### config.mk
export PLATFORM = sky130hd
export DESIGN_NAME = instr_sequencer
export DESIGN_NICKNAME = d
export VERILOG_FILES = /design/src/rtl/instr_sequencer.sv
export SDC_FILE = /design/constraint.sdc
export NUM_CORES = 1
export LEC_CHECK = 0
export ABC_AREA = 1
export BUFFER_PORTS_ARGS = -buffer_cell sky130_fd_sc_hd__buf_4
export CORE_ASPECT_RATIO = 1.75
export CORE_MARGIN = 5
export CORE_UTILIZATION = 52
export CTS_CLUSTER_SIZE = 30
export DETAILED_ROUTE_END_ITERATION = 12
export PLACE_DENSITY = 0.8
export SETUP_SLACK_MARGIN = 0.1
export SLEW_MARGIN = 20
export SYNTH_ARGS = -nofsm -noshare
export SYNTH_HDL_FRONTEND = slang
export SYNTH_SLANG_ARGS = --single-unit
### constraint.sdc
create_clock -name clk -period 2.4 [get_ports clk]
set_clock_uncertainty 0.2 [all_clocks]
set_input_delay 0.12 -clock clk [delete_from_list [all_inputs] [get_ports clk]]
set_output_delay 0.12 -clock clk [all_outputs]
set_load 0.03 [all_outputs]
### src/rtl/instr_sequencer.sv
`timescale 1ns/1ps
`default_nettype none
// ============================================================================
//  Module   : instr_sequencer
//  Purpose  : Multi-cycle fetch/decode/execute/write-back control stage that
//             drives a register file, operand muxes and an 8-bit ALU.
//             Owns the PC, branch/jump resolution, halt and retire counting.
//  Revision : 1.0  initial release
// ============================================================================
module instr_sequencer #(
   parameter int          PC_W     = 8,
   parameter logic [2:0]  BR_ALUOP = 3'b101,
   parameter int          CNT_W    = 8
) (
   input  logic             clk,
   input  logic             rst,
   input  logic             run,
   output logic             imem_req,
   input  logic             imem_ack,
   output logic [PC_W-1:0]  imem_addr,
   input  logic [15:0]      imem_data,
   output logic [1:0]       rd0_addr,
   output logic [1:0]       rd1_addr,
   output logic [1:0]       wr_addr,
   output logic             wr_en,
   output logic [8:0]       wr_data,
   output logic             alu_src1,
   output logic             alu_src2,
   output logic [2:0]       alu_op,
   output logic [7:0]       instr_i,
   input  logic [7:0]       alu_f,
   input  logic             alu_ovf,
   input  logic             alu_take_branch,
   output logic             halted,
   output logic             ovf_sticky,
   output logic [CNT_W-1:0] retired
);

   localparam logic [2:0] S_IDLE   = 3'd0;
   localparam logic [2:0] S_FETCH  = 3'd1;
   localparam logic [2:0] S_DECODE = 3'd2;
   localparam logic [2:0] S_EXEC   = 3'd3;
   localparam logic [2:0] S_WB     = 3'd4;
   localparam logic [2:0] S_HALT   = 3'd5;

   logic [2:0]       state_q, state_d;
   logic [PC_W-1:0]  pc_q, pc_d;
   logic [15:0]      ir_q, ir_d;
   logic [8:0]       result_q, result_d;
   logic             br_q, br_d;
   logic             sticky_q, sticky_d;
   logic [CNT_W-1:0] retired_q, retired_d;

   logic             dec_write;
   logic             dec_br;
   logic             dec_jmp;
   logic             dec_halt;
   logic [PC_W-1:0]  br_off;

   // State register: all sequencer flops, synchronous active-low reset
   always_ff @(posedge clk) begin
      if (!rst) begin
         state_q   <= S_IDLE;
         pc_q      <= '0;
         ir_q      <= '0;
         result_q  <= '0;
         br_q      <= 1'b0;
         sticky_q  <= 1'b0;
         retired_q <= '0;
      end else begin
         state_q   <= state_d;
         pc_q      <= pc_d;
         ir_q      <= ir_d;
         result_q  <= result_d;
         br_q      <= br_d;
         sticky_q  <= sticky_d;
         retired_q <= retired_d;
      end
   end

   // Decode: datapath controls are purely a function of the held instruction
   always_comb begin
      alu_op    = 3'b000;
      wr_addr   = ir_q[11:10];
      rd0_addr  = ir_q[9:8];
      rd1_addr  = ir_q[7:6];
      alu_src1  = 1'b1;
      alu_src2  = 1'b1;
      instr_i   = ir_q[7:0];
      dec_write = 1'b0;
      dec_br    = 1'b0;
      dec_jmp   = 1'b0;
      dec_halt  = 1'b0;
      if (!ir_q[15]) begin
         alu_op    = ir_q[14:12];
         dec_write = 1'b1;
      end else begin
         case (ir_q[14:12])
            3'b000: begin                // ADDI: rd0 + imm
               alu_src2  = 1'b0;
               dec_write = 1'b1;
            end
            3'b001: begin                // LI: zero + imm
               alu_src1  = 1'b0;
               alu_src2  = 1'b0;
               dec_write = 1'b1;
            end
            3'b010: begin                // BR: compare two registers in the ALU
               alu_op   = BR_ALUOP;
               rd0_addr = ir_q[11:10];
               rd1_addr = ir_q[9:8];
               dec_br   = 1'b1;
            end
            3'b011:  dec_jmp  = 1'b1;
            3'b111:  dec_halt = 1'b1;
            default: ;                   // NOP
         endcase
      end
   end

   // Next-state: sequencing, result capture, PC update and bookkeeping
   always_comb begin
      state_d   = state_q;
      pc_d      = pc_q;
      ir_d      = ir_q;
      result_d  = result_q;
      br_d      = br_q;
      sticky_d  = sticky_q;
      retired_d = retired_q;
      br_off    = PC_W'($signed(ir_q[7:0]));
      case (state_q)
         S_IDLE: begin
            if (run) state_d = S_FETCH;
         end
         S_FETCH: begin
            if (imem_ack) begin
               ir_d    = imem_data;
               state_d = S_DECODE;
            end
         end
         S_DECODE: state_d = S_EXEC;
         S_EXEC: begin
            result_d = {alu_ovf, alu_f};
            br_d     = alu_take_branch;
            state_d  = dec_halt ? S_HALT : S_WB;
         end
         S_WB: begin
            if (dec_br && br_q)  pc_d = pc_q + br_off;
            else if (dec_jmp)    pc_d = ir_q[PC_W-1:0];
            else                 pc_d = pc_q + PC_W'(1);
            if (retired_q != {CNT_W{1'b1}}) retired_d = retired_q + CNT_W'(1);
            if (dec_write) sticky_d = sticky_q | result_q[8];
            state_d = run ? S_FETCH : S_IDLE;
         end
         S_HALT:  state_d = S_HALT;
         default: state_d = S_IDLE;
      endcase
   end

   // Outputs: handshake, write strobe and status derived from the state
   always_comb begin
      imem_req   = (state_q == S_FETCH);
      imem_addr  = pc_q;
      wr_en      = (state_q == S_WB) && dec_write;
      wr_data    = result_q;
      halted     = (state_q == S_HALT);
      ovf_sticky = sticky_q;
      retired    = retired_q;
   end

endmodule
`default_nettype wire
; After elaboration in Yosys (flattened, before gate mapping)
; Cells that the tools add are included.
[totals]
output_inout_bits = 48
register_bits = 46
inputBits = 30
[op_classes]
n_bitwise = 1
n_addsub = 3
reduce_logical = 9
muxes = 25
n_eq_ne = 12
[op_table]
columns = cell, n
row1 = $pmux W3 S6, 1
row2 = $add A8 B1 Y8 const B, 2
row3 = $mux W8, 2
row4 = $mux W1, 14
row5 = $eq A3 B2 Y1 const B, 4
row6 = $mux W3, 4
row7 = $eq A3 B3 Y1 const B, 3
row8 = $add A8 B8 Y8, 1
row9 = $mux W2, 4
row10 = $ne A8 B8 Y1 const B, 1
row11 = $reduce_and A2 Y1, 4
row12 = $eq A3 B1 Y1 const B, 2
row13 = $logic_not A3 Y1, 2
row14 = $logic_and A1 B1 Y1, 2
row15 = $ne A2 B1 Y1 const B, 1
row16 = $ne A2 B2 Y1 const B, 1
row17 = $reduce_or A2 Y1, 1
row18 = $or A1 B1 Y1, 1

; Logic depth before layout (Yosys ltp)
; Gate-level depths: netlist of run 1.
[depth]
ltp_word = 5
mapped_depth = 11

; Least setup slack after synthesis of run 1
; OpenSTA, ideal clock, no wires.
[synth_timing]
path_type = reg2reg
startpoint = register pc_q[0], in the netlist imem_addr[0]
endpoint = register pc_q[4], in the netlist imem_addr[4]
t_arrival_ns = 1.622
setup_slack_ns = 0.469
t_required_ns = 2.091
setup_ns = 0.109
path_buffers = 0
stages_incl_launch_ff = 12
cell_sequence = dfxtp_1 -> ha_1 -> inv_1 -> fa_1 -> inv_1 -> nand2_1 -> nand2_1 -> nand2_1 -> nand3_1 -> nand3_1 -> nand2_1 -> inv_1
[synth_via]
elab_chain_cells = 3
elab_cells_between_ends = 4
classes_between = add/sub (2) / mux (2)
[synth_rtl]
columns = element, line_no
row1 = "start, declared", 47  ; logic [PC_W-1:0] pc_q, pc_d;
row2 = "start signal, assigned", 72  ; pc_q <= pc_d;
row3 = $add A8 B1 Y8, 150  ; else pc_d = pc_q + PC_W'(1);
row4 = $mux W8, 149  ; else if (dec_jmp) pc_d = ir_q[PC_W-1:0];
row5 = $mux W8 (*), 148  ; if (dec_br && br_q) pc_d = pc_q + br_off;
; Mark *: on every way between the ends. The rest lies on a longest branch, timed or not.
; A chain may end at the register's enable or synchronous reset.

; Final worst setup path of run 1
[layout_timing]
startpoint = register ir_q[15]
endpoint = output rd1_addr[1]
[layout_via]
elab_chain_cells = 1
[layout_rtl]
columns = element, line_no
row1 = "start, declared", 48  ; logic [15:0] ir_q, ir_d;
row2 = "start signal, assigned", 73  ; ir_q <= ir_d;
row3 = $mux W2, 94  ; if (!ir_q[15]) begin
row4 = "end, declared", 23  ; output logic [1:0] rd1_addr,
; No other way between the ends.

==> flow_summary.json, run 1 <==
{
  "io_pins": 78,
  "root_buffer": "clkbuf_8",
  "syn_nets": 437,
  "synth-compound-area-share_pct": 17.3,
  "die_area_mm2": 0.00675,
  "synth_seq_area_share_pct": 34.3,
  "synth_xor_area_share_pct": 0.979,
  "period_minus_slack_ns": 2.04,
  "place_congestion": 0.922,
  "cts_tree": "built",
  "wl_per_cell_um": 13.5,
  "placedCellCount": 509,
  "post_cts_buffers": 0,
  "htree_levels": 2,
  "overflow": 0,
  "ys.flop_type": "dfxtp_1",
  "r2r_slack_ns": 0.51,
  "port-buffer-count": 77,
  "p_per_area_mw_per_mm2": 499,
  "first_pass_iters": 4,
  "synth_top_family_by_area": "simple AND/OR/NAND/NOR gates",
  "power.leakage_nw": 1.71,
  "cp_data_required_time_ns": 2.08,
  "synth_fa_ha_area_share_pct": 4.94,
  "synthArstFlopShare_pct": 0,
  "die_y_um": 105,
  "r2r_end": "imem_addr[3]",
  "synth_warnings": 0,
  "finalNonFillerCells": 543,
  "drtAntennaViolNets": 0,
  "drive_above_1_share_pct": 23.1,
  "n_antenna_cell": 0,
  "area_growth_pct": 33.3,
  "start_util_pct": 53.9,
  "antenna_found_initial": 0,
  "path_class": "flip-flop to output port",
  "hold_path.class": "input port to flip-flop",
  "synth_edf_count": 0,
  "setup_viol": 0,
  "chipWidth_um": 64.3,
  "cp.arrival_ns": 1.72,
  "syn_area_mm2": 0.00268,
  "synth_cell_types": 37,
  "fin_nets": 528,
  "ys_seq_elements": 46,
  "wl_mm": 7.35,
  "hpwl_mm": 5.37,
  "tightest_slew_ns": 0.463,
  "clock_path_buffers": 2,
  "fmax_mhz": 490,
  "cp-end-kind": "output port",
  "synth_area_leaders": "dfxtp_1 34%, nand2_1 9.0%, nor2_1 9.0%",
  "final_max_slew_viol_count": 0,
  "crit_end": "rd1_addr[1]",
  "maxCapViolations": 0,
  "worstPathMaxFanout": 8,
  "slew_headroom_pct": 69.1,
  "clk_pin_slew_worst_paths_ns": 0.09,
  "grt_setup_unrepaired": "no",
  "drtIter0Drc": 199,
  "r2r_start": "imem_addr[2]",
  "grt_max_degree": 40,
  "crit_path_start": "ir_q[15]",
  "core-area_mm2": 0.00498,
  "syn_avg_cell_area_um2": 6.76,
  "r2r_cells": 7,
  "fin_crit_sh_pct": 85.0,
  "status": "finished, final reports clean",
  "rows": 34,
  "clock-sinks": 46,
  "grt_pass1_vias": 2799,
  "synth_top_area_cell": "dfxtp_1",
  "vias": 2867,
  "synthSimpleGateAreaFrac_pct": 28.8,
  "drc": 0,
  "cp-start-kind": "flip-flop",
  "irDropWorstVdd_mv": 0.390,
  "setup_tns_ns": 0,
  "syn_inst": 397,
  "timing_hold_violations_final": 0,
  "synthMuxAreaShare_pct": 0.839,
  "grt_pass1_wl_mm": 12.4,
  "whs_path_depth": 5,
  "numCtsBuffers": 5,
  "synth_commonest_cells": "64 x nand2_1, 64 x nor2_1, 46 x dfxtp_1",
  "worstSkewPairLatency_ns": 0.30,
  "viasPerCell": 5.28,
  "synth.top_cell.area_share_pct": 34.3,
  "grt_use_total_pct": 22.3
}
==> kinds of logic after synthesis <==
family	after synthesis
flip-flops	46
AO/OA/AOI/OAI	86
AND/OR/NAND/NOR	174
XOR/XNOR	3
buffers and inverters	76
adder cells (fa/ha/maj)	10
multiplexers	2
==> sequential cells by signal, summed over array words and instances, names as in the netlist <==
signal      cells
ovf_sticky      1
imem_addr       8
wr_data         9
ir_q           16
state_q         3
retired         8
br_q            1
==> routing by layer <==
layer | up-vias | GRT usage (%) | part of all wire, %
met1 | 1290 | 24.0 | 37
met4 | 0 | 12.5 | 3.8
met5 | - | 0 | 0
met3 | 27 | 4.73 | 6.0
li1 | 1449 | - | -
met2 | 101 | 39.0 | 53
==> worst max-delay path, cell delays in order, from the launching register on <==
cell      delay (ns)
dfxtp_1         0.49
nand2_2         0.10
clkinv_2        0.09
nand2_1         0.18
mux2_1          0.37
buf_4           0.17
==> worst min-delay path by stage <==
stage	from	end	slack (ns)
6_report	imem_ack	state_q[1]	0.02
5_1_grt	imem_ack	state_q[1]	0.05
4_1_cts	imem_ack	state_q[1]	0.01
3_5_place_dp	imem_data[2]	ir_q[2]	0.15
3_3_place_gp	imem_data[10]	ir_q[10]	0.14
2_1_floorplan	imem_data[15]	ir_q[15]	0.05
==> cell type report <==
class                      count  area [um2]
inverter                      55         208
clock inverter                 3        40.0
timing repair buffer         105         853
clock buffer                   5        68.8
multi-input combinational    275        1420
fill                         407        1400
tap                           54        67.6
sequential                    46         921
==> stage by stage <==
stage / hold WS (ns) / instance area (um2) / setup slack (ns) / total power [mW] / utilization [%]
3_3_place_gp: 0.142 / 3210 / 0.591 / 1.18 / 64.5
5_1_grt: 0.0460 / 3580 / 0.266 / 1.86 / 71.9
2_1_floorplan: 0.0549 / 2680 / 0.469 / 1.07 / -
3_5_place_dp: 0.151 / 3210 / 0.530 / 1.19 / 64.5
4_1_cts: 0.0109 / 3580 / 0.339 / 1.79 / 71.9
6_report: 0.0228 / 3580 / 0.361 / 1.78 / 71.9
==> what timing repair did <==
| item | in CTS | in global routing |
|---|---|---|
| gates resized for setup | 0 | 0 |
| hold buffers | 26 | 0 |
| hold endpoints to repair | 26 | 0 |
==> layout by cell type, fill, tap and decap left out, types with 9 or more instances in the layout <==
master,synthesis,routed
buf_4,10,79
nand2_1,64,64
nor2_1,64,64
dfxtp_1,46,46
inv_1,42,42
o21ai_0,33,33
a21oi_1,28,28
dlygate4sd3_1,0,26
nand3_1,25,25
o21ai_1,15,15
inv_2,11,11
ha_1,9,9
==> where the power goes <==
group | switching [mW] | total, mW | internal [mW]
clock network | 0.272 | 0.579 | 0.307
registers | 0.0363 | 0.835 | 0.798
logic | 0.214 | 0.371 | 0.157
(Power assumes the default switching activity.)
==> run 2, diff against run 1 <==
CORE_UTILIZATION = 47   (was 52)
PLACE_DENSITY = 0.76   (was 0.8)
clock period = 1.6 ns   (was 2.4 ns; I/O delays follow)
==> run 2 against run 1 <==
Effect of this change: largest cell class unchanged; die area rose by 9.3%; clock power rose by 39%; the run now ends with negative setup slack left; highest routed layer unchanged; power rose by 64%; sequential share of layout area fell by 5.2 points.
==> flow_summary.json, run 2 (synthesized netlist as in run 1, its figures left out) <==
{
  "power.leakage_nw": 2.11,
  "hpwl_mm": 5.78,
  "crit_chain": "nor2_4 > nand2_8 > mux2_4 > buf_6",
  "grt_use_total_pct": 25.2,
  "place_area_mm2": 0.00354,
  "status": "finished with violations",
  "grt_pass1_vias": 3095,
  "fin_nets": 589,
  "viasPerCell": 5.61,
  "cp_slowest_stage_delay_ns": 0.36,
  "numCtsBuffers": 5,
  "path_class": "flip-flop to output port",
  "rows": 36,
  "setup_viol": 15,
  "failed_checks": "negative setup slack",
  "grt_setup_unrepaired": "yes",
  "fin_crit_sh_pct": 106,
  "final_area_mm2": 0.00473,
  "timing_hold_violations_final": 0,
  "die_area_mm2": 0.00738,
  "final_max_slew_viol_count": 0,
  "io_pins": 78,
  "htree_levels": 2,
  "clk_pin_slew_worst_paths_ns": 0.10,
  "clock_path_buffers": 2,
  "grt_pass1_wl_mm": 14.2,
  "regMostFlops": "ir_q",
  "place_congestion": 0.812,
  "fmax_mhz": 587,
  "finalNonFillerCells": 626,
  "drtAntennaViolNets": 0,
  "wl_per_cell_um": 18.1,
  "chipWidth_um": 67.1,
  "cp.arrival_ns": 1.42,
  "drtIter0Drc": 301,
  "drc": 0,
  "wl_mm": 11.3,
  "layout_setup_ws_ns": -0.102,
  "largest_reg_flops": 16,
  "port-buffer-count": 77,
  "slew_headroom_pct": 76.2,
  "n_antenna_cell": 0,
  "core-area_mm2": 0.00559,
  "overflow": 0,
  "grt_busiest_layer": "met2",
  "grt_max_degree": 25,
  "cp-end-kind": "output port",
  "met2_usage_pct": 49.8,
  "cp-start-kind": "flip-flop",
  "worst-path-buf-inv": 1,
  "met1_usage_pct": 24.7,
  "area_growth_pct": 76.4,
  "layout_common_cells": "110 x buf_4, 54 x nor2_1, 52 x nand2_1, 35 x inv_1, 29 x dlygate4sd3_1",
  "die_y_um": 110,
  "placedCellCount": 550,
  "start_util_pct": 48.1,
  "hold_path.class": "flip-flop to flip-flop",
  "cp_top_family": "flip-flops",
  "worstPathMaxFanout": 5,
  "tightest_slew_ns": 0.356,
  "mostFrequentLayoutCell": "buf_4",
  "met3_usage_pct": 3.68,
  "clock-sinks": 46,
  "maxCapViolations": 0,
  "cts_tree": "built",
  "root_buffer": "clkbuf_8",
  "power.total_mw": 2.92,
  "cp_data_required_time_ns": 1.32,
  "p_per_area_mw_per_mm2": 617,
  "setup_tns_ns": -0.826,
  "drive_above_1_share_pct": 48.2,
  "vias": 3509,
  "period_minus_slack_ns": 1.70,
  "irDropWorstVdd_mv": 0.795,
  "worst_path_max_delay_cell": "dfxtp_2",
  "first_pass_iters": 5,
  "worstSkewPairLatency_ns": 0.33,
  "antenna_found_initial": 0
}
-- run 2: changes by cell type in the layout (fill, tap and decap cells not counted), moves of 12 or more --
| cell | delta |
|---|---|
| buf_4 | +31 |
| buf_6 | +18 |
| dfxtp_1 | -21 |
| nand2_1 | -12 |
| o21ai_0 | -12 |
| o21ai_2 | +12 |
-- run 2: through the flow --
stage / hold slack (ns) / util [%] / worst slack [ns]
detailed placement: 0.113 / 63.3 / -0.0869
global route: 0.304 / 84.7 / -0.142
finish: 0.266 / 84.7 / -0.102
CTS: 0.266 / 76.9 / -0.0496
floorplan: 0.0149 / - / -0.0430
global placement: 0.103 / 63.3 / -0.0375
-- run 2: report_power, final --
part           internal [mW]  switching (mW)
clock                  0.325           0.479
sequential              1.19          0.0615
combinational          0.394           0.471
-- run 2: layer usage --
metal | wire, um | share of wire [%]
met5 | 0 | 0
met4 | 646 | 5.7
met3 | 785 | 6.9
met2 | 6250 | 55
met1 | 3650 | 32
-- run 2: path summary, 6_finish.rpt --
| path | startpoint | endpoint | slack [ns] | depth (start not counted) |
|---|---|---|---|---|
| setup / recovery | ir_q[14] | rd0_addr[1] | -0.10 | 4 |
| hold / removal | ovf_sticky | ovf_sticky | 0.27 | 2 |
| setup reg to reg | state_q[0] | retired[6] | -0.08 | 10 |
| hold reg to reg | ovf_sticky | ovf_sticky | 0.27 | 2 |
-- run 2: cell type report --
class | count | area, um2
inverters | 55 | 240
multi-input cells | 276 | 1870
repair buffers | 164 | 1450
clock inverters | 3 | 26.3
flip-flops and latches | 46 | 975
fillers | 312 | 852
clock buffers | 5 | 68.8
repair inverters | 1 | 6.26
well taps | 76 | 95.1
-- run 2: worst register-to-register path, delay by kind of cell, from the launching register on --
| family | cells | cell delay (ns) |
|---|---|---|
| DFF | 1 | 0.36 |
| buffers and inverters | 4 | 0.38 |
| AOI/OAI and AO/OA | 2 | 0.31 |
| and+or+nand+nor | 4 | 0.30 |
-- run 2: what timing repair did --
item,4_1_cts,5_1_grt
pin swaps,27,36
hold buffers,29,0
resized for setup,64,80
endpoints found under the setup margin,37,52
setup buffers,19,15
gates cloned,1,4
hold endpoints to repair,36,0
==> run 3, diff against run 2 <==
SETUP_SLACK_MARGIN = 0.5   (was 0.1)
clock period = 1.4 ns   (was 1.6 ns; I/O delays follow)
==> run 3 against run 2 <==
Effect of this change: the flow now stops in global routing (5_1_grt); area after synthesis is the same; synthesized cell count unchanged.
==> flow_summary.json, run 3 <==
{
  "synth_warnings": 0,
  "stop_error": "[ERROR DPL-0038] Utilization greater than 100%, impossible to legalize",
  "clock-sinks": 46,
  "synth_commonest_cells": "64 x nand2_1, 64 x nor2_1, 46 x dfxtp_1",
  "htree_levels": 2,
  "synth_seq_area_share_pct": 34.3,
  "clock_path_buffers": 2,
  "io_pins": 78,
  "rows": 36,
  "syn_inst": 397,
  "place_area_mm2": 0.00401,
  "grt_max_degree": 24,
  "chipWidth_um": 67.1,
  "ys_seq_elements": 46,
  "worst_endpoint_kind": "register data pin",
  "root_buffer": "clkbuf_8",
  "synth_edf_count": 0,
  "synth.top_cell.area_share_pct": 34.3,
  "syn_area_mm2": 0.00268,
  "syn_nets": 437,
  "die_y_um": 110,
  "hpwl_mm": 6.32,
  "ys.flop_type": "dfxtp_1",
  "numCtsBuffers": 5,
  "port-buffer-count": 77,
  "haltStage": "global routing (5_1_grt)",
  "synth_cell_types": 37,
  "synth_top_area_cell": "dfxtp_1",
  "status": "did not finish",
  "syn_avg_cell_area_um2": 6.76,
  "grt-worst-endpoint": "imem_addr[4]$_SDFFE_PN0N_/D",
  "synth_area_leaders": "dfxtp_1 34%, nand2_1 9.0%, nor2_1 9.0%",
  "place_congestion": 0.918,
  "start_util_pct": 48.1,
  "synthArstFlopShare_pct": 0
}
[run 3: per-stage QoR]
stage | std cells | hold WS, ns | worst slack, ns
after floorplan | 397 | 0.00363 | -0.232
after global placement | 582 | 0.0905 | -0.220
after detailed placement | 582 | 0.0979 | -0.296
after CTS | 643 | -0.178 | -0.271
[run 3: cells by family after synthesis]
kind of cell | after synthesis | share of synthesized area, %
compound gates | 86 | 17.3
xor+xnor | 3 | 0.979
fa+ha+maj | 10 | 4.94
buf+inv | 76 | 12.8
flops | 46 | 34.3
mux | 2 | 0.839
simple gates | 174 | 28.8
[run 3: what timing repair did]
item / in CTS
pin swaps: 27
hold buffers: 25
buffers inserted: 24
setup endpoints to repair: 94
hold endpoints to repair: 34
gates cloned: 4
resized for setup: 174
==> run 4, diff against run 3 <==
CORE_ASPECT_RATIO = default   (was 1.75)
CORE_UTILIZATION = 40   (was 47)
CTS_CLUSTER_SIZE = default   (was 30)
PLACE_DENSITY = default   (was 0.76)
PLACE_DENSITY_LB_ADDON = 0.15   (was default)
SETUP_SLACK_MARGIN = default   (was 0.5)
clock period = 1.8 ns   (was 1.4 ns; I/O delays follow)
==> run 4 against run 3 <==
Effect of this change: the run now ends clean.
==> flow_summary.json, run 4 (synthesized netlist as in run 1, its figures left out) <==
{
  "status": "finished, final reports clean",
  "grt_pass1_vias": 2793,
  "vias": 2899,
  "fin_nets": 550,
  "seqPwrFrac_pct": 45.4,
  "htree_levels": 2,
  "drive_above_1_share_pct": 28.2,
  "power.total_mw": 2.43,
  "core-area_mm2": 0.00642,
  "p_switching_mw": 0.712,
  "numCtsBuffers": 5,
  "finalNonFillerCells": 588,
  "die_area_mm2": 0.00845,
  "n_antenna_cell": 0,
  "cp_data_required_time_ns": 1.51,
  "grt_max_degree": 23,
  "worst_path_max_delay_cell": "dfxtp_1",
  "wl_per_cell_um": 13.2,
  "fin_crit_sh_pct": 96.2,
  "setup_viol": 0,
  "chipWidth_um": 91.9,
  "power.leakage_nw": 1.81,
  "clock-sinks": 46,
  "io_pins": 78,
  "fill_cells": 611,
  "fmax_mhz": 577,
  "wl_mm": 7.78,
  "root_buffer": "clkbuf_8",
  "period_minus_slack_ns": 1.73,
  "start_util_pct": 41.8,
  "place_area_mm2": 0.00335,
  "maxCapViolations": 0,
  "first_pass_iters": 4,
  "cp.arrival_ns": 1.44,
  "irDropWorstVdd_mv": 0.447,
  "hpwl_mm": 5.49,
  "layout_common_cells": "97 x buf_4, 63 x nand2_1, 63 x nor2_1, 41 x inv_1, 40 x dfxtp_1",
  "clk_pin_slew_worst_paths_ns": 0.09,
  "utilization_pct": 59.9,
  "crit_chain": "inv_2 > nand2_2 > nor2_8 > inv_2 > buf_4 > a21oi_4 > buf_6",
  "antenna_found_initial": 0,
  "switching_share_pct": 29.2,
  "cp_top_family": "buffers and inverters",
  "grt_use_total_pct": 18.3,
  "rows": 29,
  "regMostFlops": "ir_q",
  "crit_path_frequent_cell": "inv_2",
  "hold_path.class": "flip-flop to flip-flop",
  "viasPerCell": 4.93,
  "die_y_um": 91.9,
  "combPwrFrac_pct": 22.5,
  "worstSkewPairLatency_ns": 0.30,
  "overflow": 0,
  "drtIter0Drc": 148,
  "placedCellCount": 547,
  "p_per_area_mw_per_mm2": 633,
  "largest_reg_flops": 16,
  "timing.hold.ws_ns": 0.261,
  "area_growth_pct": 43.4,
  "slew_headroom_pct": 74.1,
  "worstPathMaxFanout": 10,
  "grt_pass1_wl_mm": 12.7,
  "drc": 0,
  "port-buffer-count": 77,
  "worst-path-buf-inv": 4,
  "drtAntennaViolNets": 0,
  "timing_hold_violations_final": 0,
  "final_area_mm2": 0.00385,
  "cp_slowest_stage_delay_ns": 0.34,
  "mostFrequentLayoutCell": "buf_4",
  "cp-start-kind": "flip-flop",
  "path_class": "flip-flop to output port",
  "p_int_mw": 1.72,
  "pwr-share-clk_pct": 32.0,
  "cp-end-kind": "output port",
  "cts_tree": "built",
  "tightest_slew_ns": 0.388,
  "final_max_slew_viol_count": 0,
  "clock_path_buffers": 2,
  "place_congestion": 0.865
}
==> run 4: repair_timing <==
action / 4_1_cts / 5_1_grt
endpoints found under the setup margin: 2 / 13
pin swaps: 0 / 2
endpoints found under the hold margin: 34 / 0
cloned: 0 / 0
gates resized for setup: 1 / 14
buffers inserted: 0 / 4
hold buffers: 29 / 0
==> run 4: metal layers <==
metal | wire length [um] | part of all wire [%] | vias up | track usage (%)
li1 | - | - | 1503 | -
met1 | 3290 | 42 | 1309 | 21.0
met2 | 3870 | 50 | 82 | 33.6
met3 | 561 | 7.2 | 5 | 5.24
met4 | 51 | 0.66 | 0 | 3.84
met5 | 0 | 0 | - | 0
==> run 4: per-stage QoR <==
stage / worst slack (ns) / setup TNS [ns]
after floorplan: 0.0169 / 0
after global placement: 0.0603 / 0
after detailed placement: 0.0292 / 0
after CTS: 0.00807 / 0
after global routing: -0.0132 / -0.0406
final: 0.0684 / 0
==> run 4: layout make-up <==
class                      count  area, um2  share of cell area [%]
clock buffer                   6       72.6                    1.89
clock inverter                 2       37.5                   0.976
inverter                      55        209                    5.43
multi-input combinational    275       1470                    38.3
sequential                    46        928                    24.1
tap                           77       96.3                    2.50
timing repair buffer         127       1030                    26.8
==> run 4: tightest hold or removal path: stages, from the launching register on <==
cell	delay, ns
dfxtp_1	0.32
inv_1	0.05
a21oi_1	0.05
==> run 4: worst paths after layout <==
| kind | from | end | slack [ns] | cells after the start |
|---|---|---|---|---|
| setup / recovery | state_q[0] | wr_en | 0.07 | 7 |
| hold / removal | ovf_sticky | ovf_sticky | 0.26 | 2 |
| setup reg to reg | ir_q[0] | imem_addr[4] | 0.12 | 11 |
| hold reg to reg | ovf_sticky | ovf_sticky | 0.26 | 2 |
==> run 4: power groups by stage <==
stage               Combinational, mW  Clock [mW]  Sequential, mW
floorplan                       0.290           0            1.14
global placement                0.478           0            1.12
detailed placement              0.481           0            1.12
CTS                             0.533       0.805            1.10
global route                    0.596       0.852            1.11
finish                          0.549       0.780            1.11
